==> src/rtl/uart_tx_pkg.sv <==
// uart_tx_pkg: shared types and constants for the UART transmitter.
// Holds the frame FSM state encoding, line levels and parity-type encodings.
// Imported by uart_tx_serializer and uart_tx_top.
package uart_tx_pkg;

  typedef enum logic [2:0] {
    IDLE   = 3'd0,
    START  = 3'd1,
    DATA   = 3'd2,
    PARITY = 3'd3,
    STOP   = 3'd4
  } tx_state_t;

  localparam logic START_BIT  = 1'b0;
  localparam logic STOP_BIT   = 1'b1;
  localparam logic IDLE_LEVEL = 1'b1;

  localparam logic PAR_EVEN = 1'b0;
  localparam logic PAR_ODD  = 1'b1;

  // Parity bit for a frame given the XOR-reduction of its payload.
  function automatic logic parity_bit(input logic data_xor, input logic par_typ);
    return data_xor ^ (par_typ == PAR_ODD);
  endfunction

endpackage

==> src/rtl/uart_tx_serializer.sv <==
// uart_tx_serializer: payload shift register and bit counter.
// Latency: load/shift take effect on the next CLK edge; o_bit0 is the bit
// currently on the line while in DATA, o_bit1 the one after the next shift.
module uart_tx_serializer
  import uart_tx_pkg::*;
#(
  parameter int DATA_WIDTH = 8
) (
  input  logic                  i_clk,
  input  logic                  i_rst,
  input  logic                  i_load,
  input  logic [DATA_WIDTH-1:0] i_data,
  input  logic                  i_shift,
  output logic                  o_bit0,
  output logic                  o_bit1,
  output logic                  o_done
);

  localparam int CNT_W = (DATA_WIDTH > 1) ? $clog2(DATA_WIDTH) : 1;
  localparam logic [CNT_W-1:0] LAST_IDX = CNT_W'(DATA_WIDTH - 1);

  logic [DATA_WIDTH-1:0] r_shift_reg;
  logic [CNT_W-1:0]      r_bit_cnt;

  // Load clears the counter; each shift advances to the next payload bit.
  always_ff @(posedge i_clk or posedge i_rst) begin
    if (i_rst) begin
      r_shift_reg <= '0;
      r_bit_cnt   <= '0;
    end else if (i_load) begin
      r_shift_reg <= i_data;
      r_bit_cnt   <= '0;
    end else if (i_shift) begin
      r_shift_reg <= r_shift_reg >> 1;
      r_bit_cnt   <= r_bit_cnt + 1'b1;
    end
  end

  assign o_bit0 = r_shift_reg[0];
  assign o_bit1 = r_shift_reg[1];
  assign o_done = (r_bit_cnt == LAST_IDX);

endmodule

==> src/rtl/uart_tx_top.sv <==
// uart_tx_top: UART transmitter, start + DATA_WIDTH bits LSB first + optional parity + stop.
// Latency: byte accepted in cycle n drives the start bit in cycle n+1; one bit per CLK.
// Backpressure: DATA_VALID while busy is dropped unless UART_TX_HOLD_BUF_EN adds a one-entry holding buffer.
module uart_tx_top
  import uart_tx_pkg::*;
#(
  parameter int DATA_WIDTH = 8
) (
  input  logic                  CLK,
  input  logic                  RST,
  input  logic [DATA_WIDTH-1:0] P_DATA,
  input  logic                  DATA_VALID,
  input  logic                  PAR_EN,
  input  logic                  PAR_TYP,
  output logic                  TX_OUT,
  output logic                  Busy,
  output logic                  HOLD_FULL
);

  tx_state_t             r_state;
  tx_state_t             w_state_nxt;
  logic                  r_tx;
  logic                  r_busy;
  logic                  r_par_en;
  logic                  r_par_bit;
  logic                  w_tx_nxt;
  logic                  w_busy_nxt;
  logic                  w_load;
  logic [DATA_WIDTH-1:0] w_load_data;
  logic                  w_load_en;
  logic                  w_load_typ;
  logic                  w_hold_pending;
  logic                  w_shift;
  logic                  w_bit0;
  logic                  w_bit1;
  logic                  w_done;

`ifdef UART_TX_HOLD_BUF_EN
  logic                  r_hold_vld;
  logic [DATA_WIDTH-1:0] r_hold_data;
  logic                  r_hold_en;
  logic                  r_hold_typ;
  logic                  w_drain;
  logic                  w_capture;

  // A held frame is launched from STOP (back-to-back) or from IDLE if it
  // was captured during the final stop-bit cycle.
  assign w_drain   = r_hold_vld && ((r_state == STOP) || (r_state == IDLE));
  assign w_capture = DATA_VALID && (r_busy || w_drain) && (!r_hold_vld || w_drain);

  assign w_load      = w_drain || ((r_state == IDLE) && DATA_VALID);
  assign w_load_data = w_drain ? r_hold_data : P_DATA;
  assign w_load_en   = w_drain ? r_hold_en   : PAR_EN;
  assign w_load_typ  = w_drain ? r_hold_typ  : PAR_TYP;
  assign w_hold_pending = r_hold_vld;
  assign HOLD_FULL      = r_hold_vld;

  // Holding buffer: capture while busy, free again when its frame is loaded.
  always_ff @(posedge CLK or posedge RST) begin
    if (RST) begin
      r_hold_vld  <= 1'b0;
      r_hold_data <= '0;
      r_hold_en   <= 1'b0;
      r_hold_typ  <= 1'b0;
    end else if (w_capture) begin
      r_hold_vld  <= 1'b1;
      r_hold_data <= P_DATA;
      r_hold_en   <= PAR_EN;
      r_hold_typ  <= PAR_TYP;
    end else if (w_drain) begin
      r_hold_vld  <= 1'b0;
    end
  end
`else
  assign w_load         = (r_state == IDLE) && DATA_VALID;
  assign w_load_data    = P_DATA;
  assign w_load_en      = PAR_EN;
  assign w_load_typ     = PAR_TYP;
  assign w_hold_pending = 1'b0;
  assign HOLD_FULL      = 1'b0;
`endif

  // Payload only advances between data bits; the first bit is shown straight from START.
  assign w_shift = (r_state == DATA) && !w_done;

  uart_tx_serializer #(
    .DATA_WIDTH (DATA_WIDTH)
  ) u_serializer (
    .i_clk   (CLK),
    .i_rst   (RST),
    .i_load  (w_load),
    .i_data  (w_load_data),
    .i_shift (w_shift),
    .o_bit0  (w_bit0),
    .o_bit1  (w_bit1),
    .o_done  (w_done)
  );

  // Latch per-frame parity settings so mid-frame input changes are ignored.
  always_ff @(posedge CLK or posedge RST) begin
    if (RST) begin
      r_par_en  <= 1'b0;
      r_par_bit <= 1'b0;
    end else if (w_load) begin
      r_par_en  <= w_load_en;
      r_par_bit <= parity_bit(^w_load_data, w_load_typ);
    end
  end

  // State register.
  always_ff @(posedge CLK or posedge RST) begin
    if (RST) begin
      r_state <= IDLE;
    end else begin
      r_state <= w_state_nxt;
    end
  end

  // Next-state logic: frame sequencing.
  always_comb begin
    w_state_nxt = r_state;
    unique case (r_state)
      IDLE:    if (w_load) w_state_nxt = START;
      START:   w_state_nxt = DATA;
      DATA:    if (w_done) w_state_nxt = r_par_en ? PARITY : STOP;
      PARITY:  w_state_nxt = STOP;
      STOP:    w_state_nxt = w_hold_pending ? START : IDLE;
      default: w_state_nxt = IDLE;
    endcase
  end

  // Output logic: line level and busy for the state about to be entered,
  // so the registered outputs line up with the state they describe.
  always_comb begin
    w_tx_nxt   = IDLE_LEVEL;
    w_busy_nxt = 1'b1;
    unique case (w_state_nxt)
      IDLE: begin
        w_tx_nxt   = IDLE_LEVEL;
        w_busy_nxt = 1'b0;
      end
      START:   w_tx_nxt = START_BIT;
      DATA:    w_tx_nxt = (r_state == START) ? w_bit0 : w_bit1;
      PARITY:  w_tx_nxt = r_par_bit;
      STOP:    w_tx_nxt = STOP_BIT;
      default: begin
        w_tx_nxt   = IDLE_LEVEL;
        w_busy_nxt = 1'b0;
      end
    endcase
  end

  // Registered serial line and busy flag.
  always_ff @(posedge CLK or posedge RST) begin
    if (RST) begin
      r_tx   <= IDLE_LEVEL;
      r_busy <= 1'b0;
    end else begin
      r_tx   <= w_tx_nxt;
      r_busy <= w_busy_nxt;
    end
  end

  assign TX_OUT = r_tx;
  assign Busy   = r_busy;

endmodule

==> config.mk <==
export PLATFORM = sky130hd
export DESIGN_NAME = uart_tx_top
export DESIGN_NICKNAME = d
export VERILOG_FILES = /design/src/rtl/uart_tx_pkg.sv /design/src/rtl/uart_tx_serializer.sv /design/src/rtl/uart_tx_top.sv
export SDC_FILE = /design/constraint.sdc
export NUM_CORES = 1
export LEC_CHECK = 0
export BUFFER_PORTS_ARGS = -buffer_cell sky130_fd_sc_hd__buf_4
export CAP_MARGIN = 20
export CORE_UTILIZATION = 43
export CTS_CLUSTER_DIAMETER = 60
export DETAILED_ROUTE_END_ITERATION = 10
export PLACE_DENSITY = 0.66
export SLEW_MARGIN = 30
export SYNTH_ARGS = -nofsm -noshare
export SYNTH_HDL_FRONTEND = slang
export SYNTH_HIERARCHICAL = 1
export SYNTH_SLANG_ARGS = --single-unit
==> constraint.sdc <==
create_clock -name CLK -period 2.6 [get_ports CLK]
set_input_delay 0.13 -clock CLK [delete_from_list [all_inputs] [get_ports CLK]]
set_output_delay 0.13 -clock CLK [all_outputs]
set_load 0.05 [all_outputs]
# Yosys cells after proc, flatten, opt, wreduce, memory -nomap -nowiden
# Index checks and enable logic that the tools add are counted.
# op_classes
add_sub_neg,1
eq_ne,8
muxes,11
bitwise_logic,1
reduce_logical,7
# ops
cell,count
8-bit 2-to-1 mux,2
3-bit 2-to-1 mux,5
"3-bit by 2-bit == test with 1-bit output, second input constant",4
3-bit one-hot mux with 4 select lines,1
8-bit parity,1
"3-bit by 1-bit == test with 1-bit output, second input constant",2
"3-bit == test, second input constant",2
4-bit OR reduction,1
"3-bit by 1-bit adder with 3-bit output, second input constant",1
3-bit logical NOT,1
1-bit one-hot mux with 3 select lines,1
1-bit logical AND,2
1-bit 2-to-1 mux,2
2-bit nonzero test,1
1-bit logical NOT,1
1-bit bitwise XOR,1
# totals
regBits,18
inputBits,13
out_inout_bits,3
word_cells,35

# Depth between registers and ports, before layout
# Gate-level depths: netlist of the first run.
# logic_depth
word_depth,7
ltp_mapped,6
ltp_nobuf,6

# Cells and area by module
# Netlist of the first run, hierarchy kept.
# by_module_without_submodules
module,n_inst,cells_each,area_each_um2,seq_area_each_um2
uart_tx_serializer,1,47,514.2,275.3
uart_tx_top,1,37,421.7,176.4

# Least setup slack after synthesis of the first run
# Ideal clock, no wire load.
# synth_path
path_type,register to register
from,reg u_serializer.r_bit_cnt[0]
to,reg u_serializer.r_shift_reg[1]
t_arrival_ps,1702
required_time_ps,2477
slack_ps,775
stages_incl_launch_ff,7
synth_period_minus_slack_ps,1825
path_cell_list,dfrtp_1 > ha_1 > ha_1 > nor4b_1 > buf_6 > mux2i_1 > o21ai_1
# synth_between
elab_chain_len,4
# synth_rtl
item,line_no,source
"start, declared",uart_tx_serializer.sv:23,logic [CNT_W-1:0] r_bit_cnt;
"start signal, assigned",uart_tx_serializer.sv:35,r_bit_cnt <= r_bit_cnt + 1'b1;
3-bit == test,uart_tx_serializer.sv:41,assign o_done = (r_bit_cnt == LAST_IDX);
via w_done,uart_tx_top.sv:36,logic w_done;
1-bit logical NOT,uart_tx_top.sv:84,assign w_shift = (r_state == DATA) && !w_done;
1-bit logical AND,uart_tx_top.sv:84,
via w_shift,uart_tx_top.sv:33,logic w_shift;
2-bit nonzero test (no source line),--,
"end signal, assigned",uart_tx_serializer.sv:31,r_shift_reg <= i_data;
"end signal, assigned",uart_tx_serializer.sv:34,r_shift_reg <= r_shift_reg >> 1;
"end, declared",uart_tx_serializer.sv:22,logic [DATA_WIDTH-1:0] r_shift_reg;
# The timed path passes the listed nets, and every way through them passes these cells.
# A chain may end at the register's enable or synchronous reset.

# Worst setup path in the final report of the first run
# layout_path
from,reg u_serializer.r_bit_cnt[0]
to,reg u_serializer.r_shift_reg[4]
# Same word-level chain as after synthesis.

==> results of run 1 <==
[layer usage]
| metal | wire (um) | GRT usage [%] | vias to the layer above |
|---|---|---|---|
| met1 | 789 | 20.0 | 293 |
| met3 | 49 | 3.14 | 4 |
| li1 | - | - | 320 |
| met5 | 0 | 0 | - |
| met4 | 30 | 8.82 | 0 |
| met2 | 751 | 25.2 | 10 |
[placed cells by master, fill, tap and decap left out, drive strengths merged, types with 2 or more instances in the layout]
master / count
nor2: 4
clkbuf: 4
inv: 3
mux2: 2
o21ai: 8
dfrtp: 17
mux2i: 9
nand2b: 4
a21oi: 2
nand2: 9
buf: 16
xnor2: 6
ha: 2
[path summary, 6_finish.rpt]
path | cells after the start | slack [ns] | endpoint | from
setup / recovery | 6 | 0.85 | u_serializer/r_shift_reg[4] | u_serializer/r_bit_cnt[0]
hold / removal | 2 | 0.05 | r_par_en | PAR_EN
setup reg to reg | 6 | 0.85 | u_serializer/r_shift_reg[4] | u_serializer/r_bit_cnt[0]
hold reg to reg | 2 | 0.54 | TX_OUT | r_par_bit
max in group asynchronous | 3 | 1.92 | u_serializer/r_shift_reg[1] | RST
min in group asynchronous | 3 | 0.32 | r_par_bit | RST
[stage by stage]
| step | hold WS, ns | worst slack, ns |
|---|---|---|
| floorplan | -0.0673 | 0.775 |
| global placement | 0.0840 | 0.920 |
| detailed placement | 0.0844 | 0.860 |
| CTS | 0.0433 | 0.852 |
| global route | 0.0478 | 0.762 |
| finish | 0.0500 | 0.850 |
[power groups by stage]
stage / Sequential, W / Combinational (W) / Clock (W)
final: 0.000514 / 0.000550 / 0.000170
after global routing: 0.000530 / 0.000607 / 0.000186
after CTS: 0.000514 / 0.000558 / 0.000175
after detailed placement: 0.000517 / 0.000558 / 0
after global placement: 0.000513 / 0.000539 / 0
after floorplan: 0.000545 / 0.000398 / 0
[layout make-up]
| cell class | instances | area [um^2] |
|---|---|---|
| fill | 184 | 891 |
| sequential | 18 | 452 |
| multi-input combinational | 59 | 448 |
| timing repair buffer | 17 | 130 |
| clock buffer | 4 | 36.3 |
| tap | 27 | 33.8 |
| inverter | 3 | 11.3 |
[critical path, stage by stage, from the launching register on]
cell     delay, ns
dfrtp_1       0.41
ha_1          0.21
ha_1          0.21
nor4b_2       0.26
buf_4         0.26
mux2i_1       0.21
o21ai_1       0.08
[cell families (layout without fill, tap and decap cells)]
group / count (synthesis) / count (layout)
fa+ha+maj: 2 / 2
compound gates: 14 / 14
xor+xnor: 8 / 8
flops: 18 / 18
buf+inv: 7 / 24
other cells: 1 / 1
simple gates: 23 / 23
mux: 11 / 11
[timing repair]
action / in CTS / in global routing
hold buffers: 1 / 0
hold endpoints to repair: 17 / 0
endpoints found under the setup margin: 0 / 0
==> results.md, run 1 <==
- Max_cap viols: 0
- Slew Viols, Final: 0
- Synth Area in Simple Gates: 12.6%
- Internal Pwr Total: 0.000760 W
- Maximum VDD drop: 0.000527 V
- CTS tree: built
- Pwr/cell area: 1110 nW/um^2
- Placement row count: 16
- CTS buffer count: 3
- Syn_nets: 99
- Worst Path Max Fanout: 11
- Library cells used by synthesis: 32
- Final period util: 67.3%
- Syn_area_per_cell: 11.1 um^2
- Outcome: finished clean
- HPWL after DPL: 1.27 mm
- PortBufs: 14
- Total gr overflow: 0
- Max reg flops: 8
- Sw Ratio: 38.4%
- Pin count of the biggest net entering global routing: 22
- Sequential power share: 41.7%
- Multiplexer area fraction after synthesis: 12.0%
- Share of cells above drive strength 1: 27.7%
- Initial antenna violation count: 0
- Area Overhead vs Synth: 18.7%
- Post-Syn Area: 936 um^2
- Final hold violation count: 0
- GRT Util Overall: 15.8%
- Number of synthesized flops with an enable pin: 0
- NetSw: 0.000474 W
- Die footprint: 2370 um^2
- DR vias: 627
- Initial Utilization: 46.8%
- Drt total wl: 1.62 mm
- Drt drc: 0
- Crit path time final: 1.75 ns
- Final core utilization: 55.5%
- Top cell type's share of synthesized area: 45.5%
- Largest family of logic cells by synthesized area: simple AND/OR/NAND/NOR gates
- Post-cts repair resize count: 0
- Worst EP arrival: 1.93 ns
- Area after DPL: 1060 um^2
- Post-route ant nets: 0
- Synth top area cells: dfrtp_1 45%, mux2i_1 9.6%, xnor2_1 5.6%
- Post-CTS Setup Bufs: 0
- Kind of critical path: flip-flop to flip-flop
- Post-Synth XOR/XNOR Area: 8.96%
- Leakage: 0.506 nW
- Placed cell count: 123
- Ys flop type: dfrtp_1
- Sink Count: 18
- ANT cells: 0
- Sequential area share after synthesis: 48.3%
- Drt via density: 4.90
- Worst Setup End Kind: flip-flop
- Cell taking the most area after synthesis: dfrtp_1
- Ys async rst share: 100%
- Worst-path clk slew: 0.10 ns
- Nets: 117
- Clock Latency Late Sink: 0.29 ns
- Root Driver: clkbuf_4
- Hold Path Class: input port to flip-flop
- Critical Path RT: 2.78 ns
- Final Cell Area: 1110 um^2
- Synthesized instance count: 84
- Overall power: 0.00123 W
- Top-count cell post-synth: dfrtp_1
- Routed wire length per instance: 12.7 um
- First-pass GRT wire length: 2.82 mm
- Horiz. Die Dim: 48.7 um
- Final Skew: 0.00108 ns
- Fin cells: 128
- GP Congestion: 0.864
- FMAX: 572 MHz
- Clock share of power: 13.8%
- Synth warn: 6
- CP Launch Type: flip-flop
- Most frequent cells after synthesis: 17 x dfrtp_1, 9 x mux2i_1, 9 x nand2_1, 7 x o21ai_1, 6 x xnor2_1
- I/O pin cnt: 16
- Iter 0 DRT Violations: 12
- Post-synthesis compound-gate area fraction: 10.6%
- TNS Setup: 0 ns
- Die height: 48.7 um
- Combinational power share: 44.6%
- Clock Path Buffers: 2
- RSZ-0062 raised after global routing: no
- Clock H-tree levels: 1
- Post-synthesis register bit count: 18
- Vias in the first global route: 652
- Core area: 2000 um^2
- Final setup fails: 0
- Adder-Cell Fraction of Synth Area: 2.67%
- DRT Pass-1 Iters: 4
(Power assumes the default switching activity.)
==> run 2, diff against run 1 <==
--- a/config.mk
+++ b/config.mk
@@ -5,12 +5,13 @@
 export SDC_FILE = /design/constraint.sdc
 export NUM_CORES = 1
 export LEC_CHECK = 0
+export ABC_AREA = 1
 export BUFFER_PORTS_ARGS = -buffer_cell sky130_fd_sc_hd__buf_4
 export CAP_MARGIN = 20
 export CORE_UTILIZATION = 43
 export CTS_CLUSTER_DIAMETER = 60
 export DETAILED_ROUTE_END_ITERATION = 10
-export PLACE_DENSITY = 0.66
+export PLACE_DENSITY = 0.68
 export SLEW_MARGIN = 30
 export SYNTH_ARGS = -nofsm -noshare
 export SYNTH_HDL_FRONTEND = slang
==> constraint.sdc (replaced) <==
create_clock -name CLK -period 1.6 [get_ports CLK]
set_input_delay 0.08 -clock CLK [delete_from_list [all_inputs] [get_ports CLK]]
set_output_delay 0.08 -clock CLK [all_outputs]
set_load 0.05 [all_outputs]
==> run 2 against run 1 <==
Sequential power is 53% higher. Routed wire length increased by 13%. Maximum frequency increased by 13%. Combinational power is 62% higher. Register-to-register slack got worse by 0.79 ns. Critical endpoint is now u_serializer/r_shift_reg[6]. Synthesized cell count increased by 50%. Hold slack got worse by 0.027 ns. First-iteration DRC count rose by 50%. Count of clock-buffer cells in the layout is the same. Critical path type unchanged. Cell area rose by 6.1%. Utilization up 2.2 points. Largest power group unchanged. Flip-flop and latch count unchanged.
==> results.md, run 2 <==
- CP Launch Type: flip-flop
- Flop-to-flop setup slack: 0.06 ns (-0.79 ns)
- Slowest-stage cell, CP: dfrtp_1
- Die height: 49.7 um (+2.2%)
- DRT Pass-1 Iters: 4 (unchanged)
- CTS buffer count: 3 (unchanged)
- Drt total wl: 1.83 mm (+13%)
- Dpl ws: 0.0711 ns (-0.789 ns)
- Final hold violation count: 0 (unchanged)
- DR vias: 860 (+37%)
- I/O pin cnt: 16 (unchanged)
- Sink Count: 18 (unchanged)
- Synth top area cells: dfrtp_1 43%, nand2_1 16%, nand3_1 12%
- Die footprint: 2470 um^2 (+4.5%)
- Outcome: finished clean
- Kind of critical path: flip-flop to flip-flop
- Crit path time final: 1.54 ns (-0.205 ns)
- Final setup fails: 0 (unchanged)
- PortBufs: 14 (unchanged)
- Fin cells: 173 (+35%)
- Share of cells above drive strength 1: 19.2% (-8.5 points)
- Syn_nets: 141 (+42%)
- Worst Setup End Kind: flip-flop
- Core area: 2040 um^2 (+2.0%)
- Most frequent cells after synthesis: 43 x nand2_1, 23 x nand3_1, 17 x dfrtp_1, 14 x inv_1, 4 x nor2_1
- CP max stage delay: 0.40 ns (about the same)
- Post-route ant nets: 0 (unchanged)
- Vias in the first global route: 760 (+17%)
- Synth warn: 6 (unchanged)
- Ys async rst share: 100% (unchanged)
- Final period util: 96.5% (+29 points)
- Initial antenna violation count: 0 (unchanged)
- HPWL after DPL: 1.38 mm (+8.5%)
- PnR worst setup slack: 0.0555 ns (-0.795 ns)
- Final Skew: 0.000496 ns (-0.000582 ns)
- GP Congestion: 0.781 (-9.6%)
- Overall power: 0.00195 W (+58%)
- FMAX: 647 MHz (+13%)
- Hold Path Class: input port to flip-flop
- First-pass GRT wire length: 3.09 mm (+9.8%)
- Placement row count: 16 (unchanged)
- Most Crowded Layer GR: met2
- Met3 usage: 3.70% (+0.56 points)
- Worst EP arrival: 1.77 ns (-0.16 ns)
- Top cell type's share of synthesized area: 43.4% (-2.0 points)
- Iter 0 DRT Violations: 18 (+6)
- Total gr overflow: 0 (unchanged)
- Grt met2 use: 29.7% (+4.5 points)
- Reg2Reg Launch Point: u_serializer/r_bit_cnt[0]
- CTS tree: built
- Commonest non-fill, non-tap cell in the layout: nand2_1
- Clock Latency Late Sink: 0.28 ns (about the same)
- Critical Path RT: 1.83 ns (-0.95 ns)
- Number of synthesized flops with an enable pin: 0 (unchanged)
- HP Start: P_DATA[0]
- Worst Path Max Fanout: 5 (-6)
- Cell taking the most area after synthesis: dfrtp_1
- Area Overhead vs Synth: 20.3%
- Synthesized instance count: 126 (+50%)
- Syn_area_per_cell: 7.78 um^2 (-30%)
- Hold WS: 0.0233 ns (-0.0267 ns)
- Drt drc: 0 (unchanged)
- Root Driver: clkbuf_4
- RR Endpoint: u_serializer/r_shift_reg[6]
- Worst Reg-to-Reg Cells: 6 (unchanged)
- GRT Util Overall: 16.6% (+0.79 points)
- Post-Syn Area: 980 um^2 (+4.7%)
- Library cells used by synthesis: 23 (-28%)
- Commonest non-fill, non-tap cells in the layout: 43 x nand2_1, 23 x nand3_1, 17 x dfrtp_1
- Sequential area share after synthesis: 46.1% (-2.2 points)
- Leakage: 0.635 nW (+26%)
- Max_cap viols: 0 (unchanged)
- Maximum VDD drop: 0.000916 V (+74%)
- Placed cell count: 164 (+33%)
- Clock Path Buffers: 2 (unchanged)
- Routed wire length per instance: 10.6 um (-16%)
- ANT cells: 0 (unchanged)
- Ys flop type: dfrtp_1
- Drt via density: 4.97 (+1.5%)
- Worst-path clk slew: 0.10 ns (about the same)
- TNS Setup: 0 ns (unchanged)
- Hold endpoint: u_serializer/r_shift_reg[0]
- Top-count cell post-synth: nand2_1
- Nets: 162 (+38%)
- Initial Utilization: 48.0% (+1.2 points)
- Met1 GRT Util: 19.3% (-0.71 points)
- Pin count of the biggest net entering global routing: 16 (-27%)
- Pwr/cell area: 1650 nW/um^2 (+49%)
- Worst path cell trace: ha_1 > ha_1 > nor3_2 > clkdlybuf4s15_2 > nand3_1 > nand3_1
- Max reg flops: 8 (unchanged)
- Post-synthesis register bit count: 18 (unchanged)
- Horiz. Die Dim: 49.7 um (+2.2%)
- WHS Path Cells: 3 (+1)
- Clock H-tree levels: 1 (unchanged)
- Slew Viols, Final: 0 (unchanged)
## run 2: cell count changes after synthesis, sizes merged, moves of 2 or more
| cell | change |
|---|---|
| mux2 | -2 |
| o21ai | -4 |
| nand2 | +34 |
| xnor2 | -4 |
| nand3 | +23 |
| mux2i | -9 |
| inv | +13 |
| nand2b | -4 |
## run 2: final cells by class
type                       instances  area, um^2
multi-input combinational         88         435
fill                             202         863
sequential                        18         452
timing repair buffer              20         161
clock buffer                       4        36.3
inverter                          16        60.1
tap                               27        33.8
## run 2: layer usage
metal  up-vias  share of wire, %
met1       401                43
met5         -                 0
met3         0               3.7
met2        19                53
met4         0                 0
li1        440                 -
## run 2: cells by family after synthesis
group	share of synthesized area [%]
buffers and inverters	9.96
AO/OA/AOI/OAI	3.70
flip-flops	46.1
adder cells (fa/ha/maj)	2.55
AND/OR/NAND/NOR	33.7
XOR/XNOR	3.58
other	0.383
## run 2: through the flow
| stage | area [um^2] | util (%) |
|---|---|---|
| after floorplan | 980 | - |
| final | 1180 | 57.7 |
| after CTS | 1150 | 56.6 |
| after global routing | 1180 | 57.7 |
| after detailed placement | 1090 | 53.3 |
| after global placement | 1090 | 53.3 |
## run 2: timing repair
item                                    4_1_cts  5_1_grt
gates resized for setup                       0        1
hold buffers                                  3        0
endpoints found under the setup margin        0       11
setup buffers                                 0        1
endpoints found under the hold margin        20        0
## run 2: worst max path at each step
stage	start	cells after the start	slack, ns	endpoint
global placement	u_serializer/r_bit_cnt[0]	7	0.1	u_serializer/r_shift_reg[2]
floorplan	u_serializer/r_bit_cnt[0]	6	0.03	u_serializer/r_bit_cnt[0]
finish	u_serializer/r_bit_cnt[0]	6	0.06	u_serializer/r_shift_reg[6]
global route	u_serializer/r_bit_cnt[0]	7	-0.01	u_serializer/r_shift_reg[0]
CTS	u_serializer/r_bit_cnt[0]	7	0.05	u_serializer/r_shift_reg[3]
detailed placement	u_serializer/r_bit_cnt[0]	7	0.07	u_serializer/r_shift_reg[3]
## run 2: critical path, delay by kind of cell, from the launching register on
family,cells,cell delay (ns)
adders and majority gates,2,0.42
DFF,1,0.40
and+or+nand+nor,3,0.37
buffers and inverters,1,0.29
## run 2: power breakdown
part           internal (W)  leakage, nW  switching [W]  total (W)
logic              0.000328        0.388       0.000562   0.000890
registers          0.000667        0.226       0.000120   0.000787
clock network      0.000138       0.0210       0.000131   0.000270
==> run 3, diff against run 2 <==
--- a/config.mk
+++ b/config.mk
@@ -10,8 +10,9 @@
 export CAP_MARGIN = 20
 export CORE_UTILIZATION = 43
 export CTS_CLUSTER_DIAMETER = 60
+export CTS_CLUSTER_SIZE = 40
 export DETAILED_ROUTE_END_ITERATION = 10
-export PLACE_DENSITY = 0.68
+export PLACE_DENSITY = 0.66
 export SLEW_MARGIN = 30
 export SYNTH_ARGS = -nofsm -noshare
 export SYNTH_HDL_FRONTEND = slang
==> constraint.sdc (replaced) <==
create_clock -name CLK -period 2 [get_ports CLK]
set_input_delay 0.1 -clock CLK [delete_from_list [all_inputs] [get_ports CLK]]
set_output_delay 0.1 -clock CLK [all_outputs]
set_load 0.05 [all_outputs]
==> run 3 against run 2 <==
Critical endpoint is now u_serializer/r_shift_reg[4]. Hold slack improved by 0.0058 ns. Sequential share of layout area up 1.5 points. Clock skew rose by 0.0023 ns. Highest routed layer is now met4.
==> results.md, run 3 (same netlist as run 2, synthesis figures left out) <==
- Outcome: finished clean
- Sink Count: 18 (unchanged)
- Share of cells above drive strength 1: 17.6% (-1.6 points)
- Initial Utilization: 48.0% (unchanged)
- Horiz. Die Dim: 49.7 um (unchanged)
- Final Skew: 0.00279 ns (+0.00229 ns)
- CP Launch Type: flip-flop
- Hold Path Class: input port to flip-flop
- HP Start: PAR_EN
- Iter 0 DRT Violations: 10 (-8)
- I/O pin cnt: 16 (unchanged)
- Root Driver: clkbuf_4
- Max_cap viols: 0 (unchanged)
- Critical Path RT: 2.18 ns (+0.35 ns)
- Sequential power share: 41.2% (+0.8 points)
- Post-CTS Setup Bufs: 0 (unchanged)
- Placed cell count: 164 (unchanged)
- Die footprint: 2470 um^2 (unchanged)
- RR Endpoint: u_serializer/r_shift_reg[4]
- Placement row count: 16 (unchanged)
- Reg2Reg Launch Point: u_serializer/r_bit_cnt[0]
- Total gr overflow: 0 (unchanged)
- Drt via density: 4.83 (-2.8%)
- WHS Path Cells: 3 (unchanged)
- First-pass GRT wire length: 3.43 mm (+11%)
- Die height: 49.7 um (unchanged)
- GP Congestion: 0.783 (+0.19%)
- Hold endpoint: r_par_en
- Max reg flops: 8 (unchanged)
- HPWL after DPL: 1.49 mm (+7.9%)
- Leakage: 0.618 nW (-2.8%)
- Worst EP arrival: 1.75 ns (-0.02 ns)
- TNS Setup: 0 ns (unchanged)
- RSZ-0062 raised after global routing: no
- CTS buffer count: 3 (unchanged)
- Nets: 158 (-2.5%)
- DR vias: 817 (-5.0%)
- FMAX: 637 MHz (-1.6%)
- Kind of critical path: flip-flop to flip-flop
- Vias in the first global route: 837 (+10%)
- DRT Pass-1 Iters: 4 (unchanged)
- Final period util: 78.5% (-18 points)
- Internal Pwr Total: 0.000877 W (-23%)
- Fin cells: 169 (-2.3%)
- Combinational power share: 44.2% (-1.5 points)
- Sw Ratio: 42.5% (+0.73 points)
- Pin count of the biggest net entering global routing: 16 (unchanged)
- Clock share of power: 14.6% (+0.8 points)
- Initial antenna violation count: 0 (unchanged)
- Core area: 2040 um^2 (unchanged)
- Clock Path Buffers: 2 (unchanged)
- ANT cells: 0 (unchanged)
- Hold Buf Count CTS: 1 (-2)
- Pwr/cell area: 1340 nW/um^2 (-19%)
- Routed wire length per instance: 11.0 um (+3.6%)
- PortBufs: 14 (unchanged)
- Worst-path clk slew: 0.10 ns (about the same)
- Worst Path Max Fanout: 11 (+6)
- Area of the multi-input gates: 430 um^2 (-1.1%)
- GRT Util Overall: 18.6% (+2.0 points)
- Fillcell total: 211 (+4.5%)
- Commonest non-fill, non-tap cells in the layout: 43 x nand2_1, 23 x nand3_1, 17 x dfrtp_1
- NetSw: 0.000649 W (-20%)
- Crit path time final: 1.57 ns (+0.0251 ns)
- Clock H-tree levels: 1 (unchanged)
- CTS tree: built
- Slew Viols, Final: 0 (unchanged)
- Total area of sequential cells: 452 um^2 (unchanged)
- Final hold violation count: 0 (unchanged)
- Final setup fails: 0 (unchanged)
- Maximum VDD drop: 0.000787 V (-14%)
- Commonest non-fill, non-tap cell in the layout: nand2_1
- Drt total wl: 1.86 mm (+1.2%)
- Clock Latency Late Sink: 0.29 ns (about the same)
- Worst Reg-to-Reg Cells: 7 (+1)
- Flop-to-flop setup slack: 0.43 ns (+0.37 ns)
- Worst Setup End Kind: flip-flop
- Drt drc: 0 (unchanged)
- Post-route ant nets: 0 (unchanged)
- Area Overhead vs Synth: 15.8%
- Post-cts repair resize count: 0 (unchanged)
run 3: worst max-delay path by stage:
| stage | depth (start not counted) | endpoint | startpoint |
|---|---|---|---|
| after floorplan | 6 | u_serializer/r_bit_cnt[0] | u_serializer/r_bit_cnt[0] |
| after global placement | 7 | u_serializer/r_shift_reg[6] | u_serializer/r_bit_cnt[0] |
| after detailed placement | 7 | u_serializer/r_shift_reg[4] | u_serializer/r_bit_cnt[0] |
| after CTS | 7 | u_serializer/r_shift_reg[4] | u_serializer/r_bit_cnt[0] |
| after global routing | 7 | u_serializer/r_shift_reg[5] | u_serializer/r_bit_cnt[0] |
| final | 7 | u_serializer/r_shift_reg[4] | u_serializer/r_bit_cnt[0] |
run 3: cell type report:
type | count | area share (%)
clock buffer | 4 | 3.20
inverter | 16 | 5.29
timing repair buffer | 16 | 10.8
multi-input combinational | 88 | 37.9
sequential | 18 | 39.8
tap | 27 | 2.98
run 3: critical path: stages, from the launching register on:
cell and delay (ns):
dfrtp_1 0.41, ha_1 0.21, ha_1 0.22, nor3_1 0.18, buf_4 0.21, nor2_4 0.08, nand2_1 0.08, nand3_1 0.07
run 3: power groups by stage:
| stage | Combinational, W | Sequential, W | Clock (W) |
|---|---|---|---|
| floorplan | 0.000491 | 0.000685 | 0 |
| global placement | 0.000651 | 0.000632 | 0 |
| detailed placement | 0.000678 | 0.000635 | 0 |
| CTS | 0.000681 | 0.000629 | 0.000226 |
| global route | 0.000759 | 0.000648 | 0.000244 |
| finish | 0.000674 | 0.000629 | 0.000222 |
run 3: stage by stage:
| step | setup slack [ns] | util [%] | hold WS [ns] | total power [W] | cell area (um^2) |
|---|---|---|---|---|---|
| 6_report | 0.430 | 55.6 | 0.0291 | 0.00153 | 1130 |
| 2_1_floorplan | 0.429 | - | -0.0973 | 0.00118 | 980 |
| 3_5_place_dp | 0.432 | 53.3 | 0.0578 | 0.00131 | 1090 |
| 5_1_grt | 0.341 | 55.6 | 0.0291 | 0.00165 | 1130 |
| 3_3_place_gp | 0.495 | 53.3 | 0.0478 | 0.00128 | 1090 |
| 4_1_cts | 0.417 | 55.6 | 0.0200 | 0.00154 | 1130 |
run 3: metal layers:
layer	up-vias	track usage, %	part of all wire [%]	wire length (um)
met5	-	0	0	0
met4	0	11.9	3.3	62
met3	8	3.70	3.2	59
met2	18	33.1	51	938
met1	365	19.7	43	795
li1	426	-	-	-
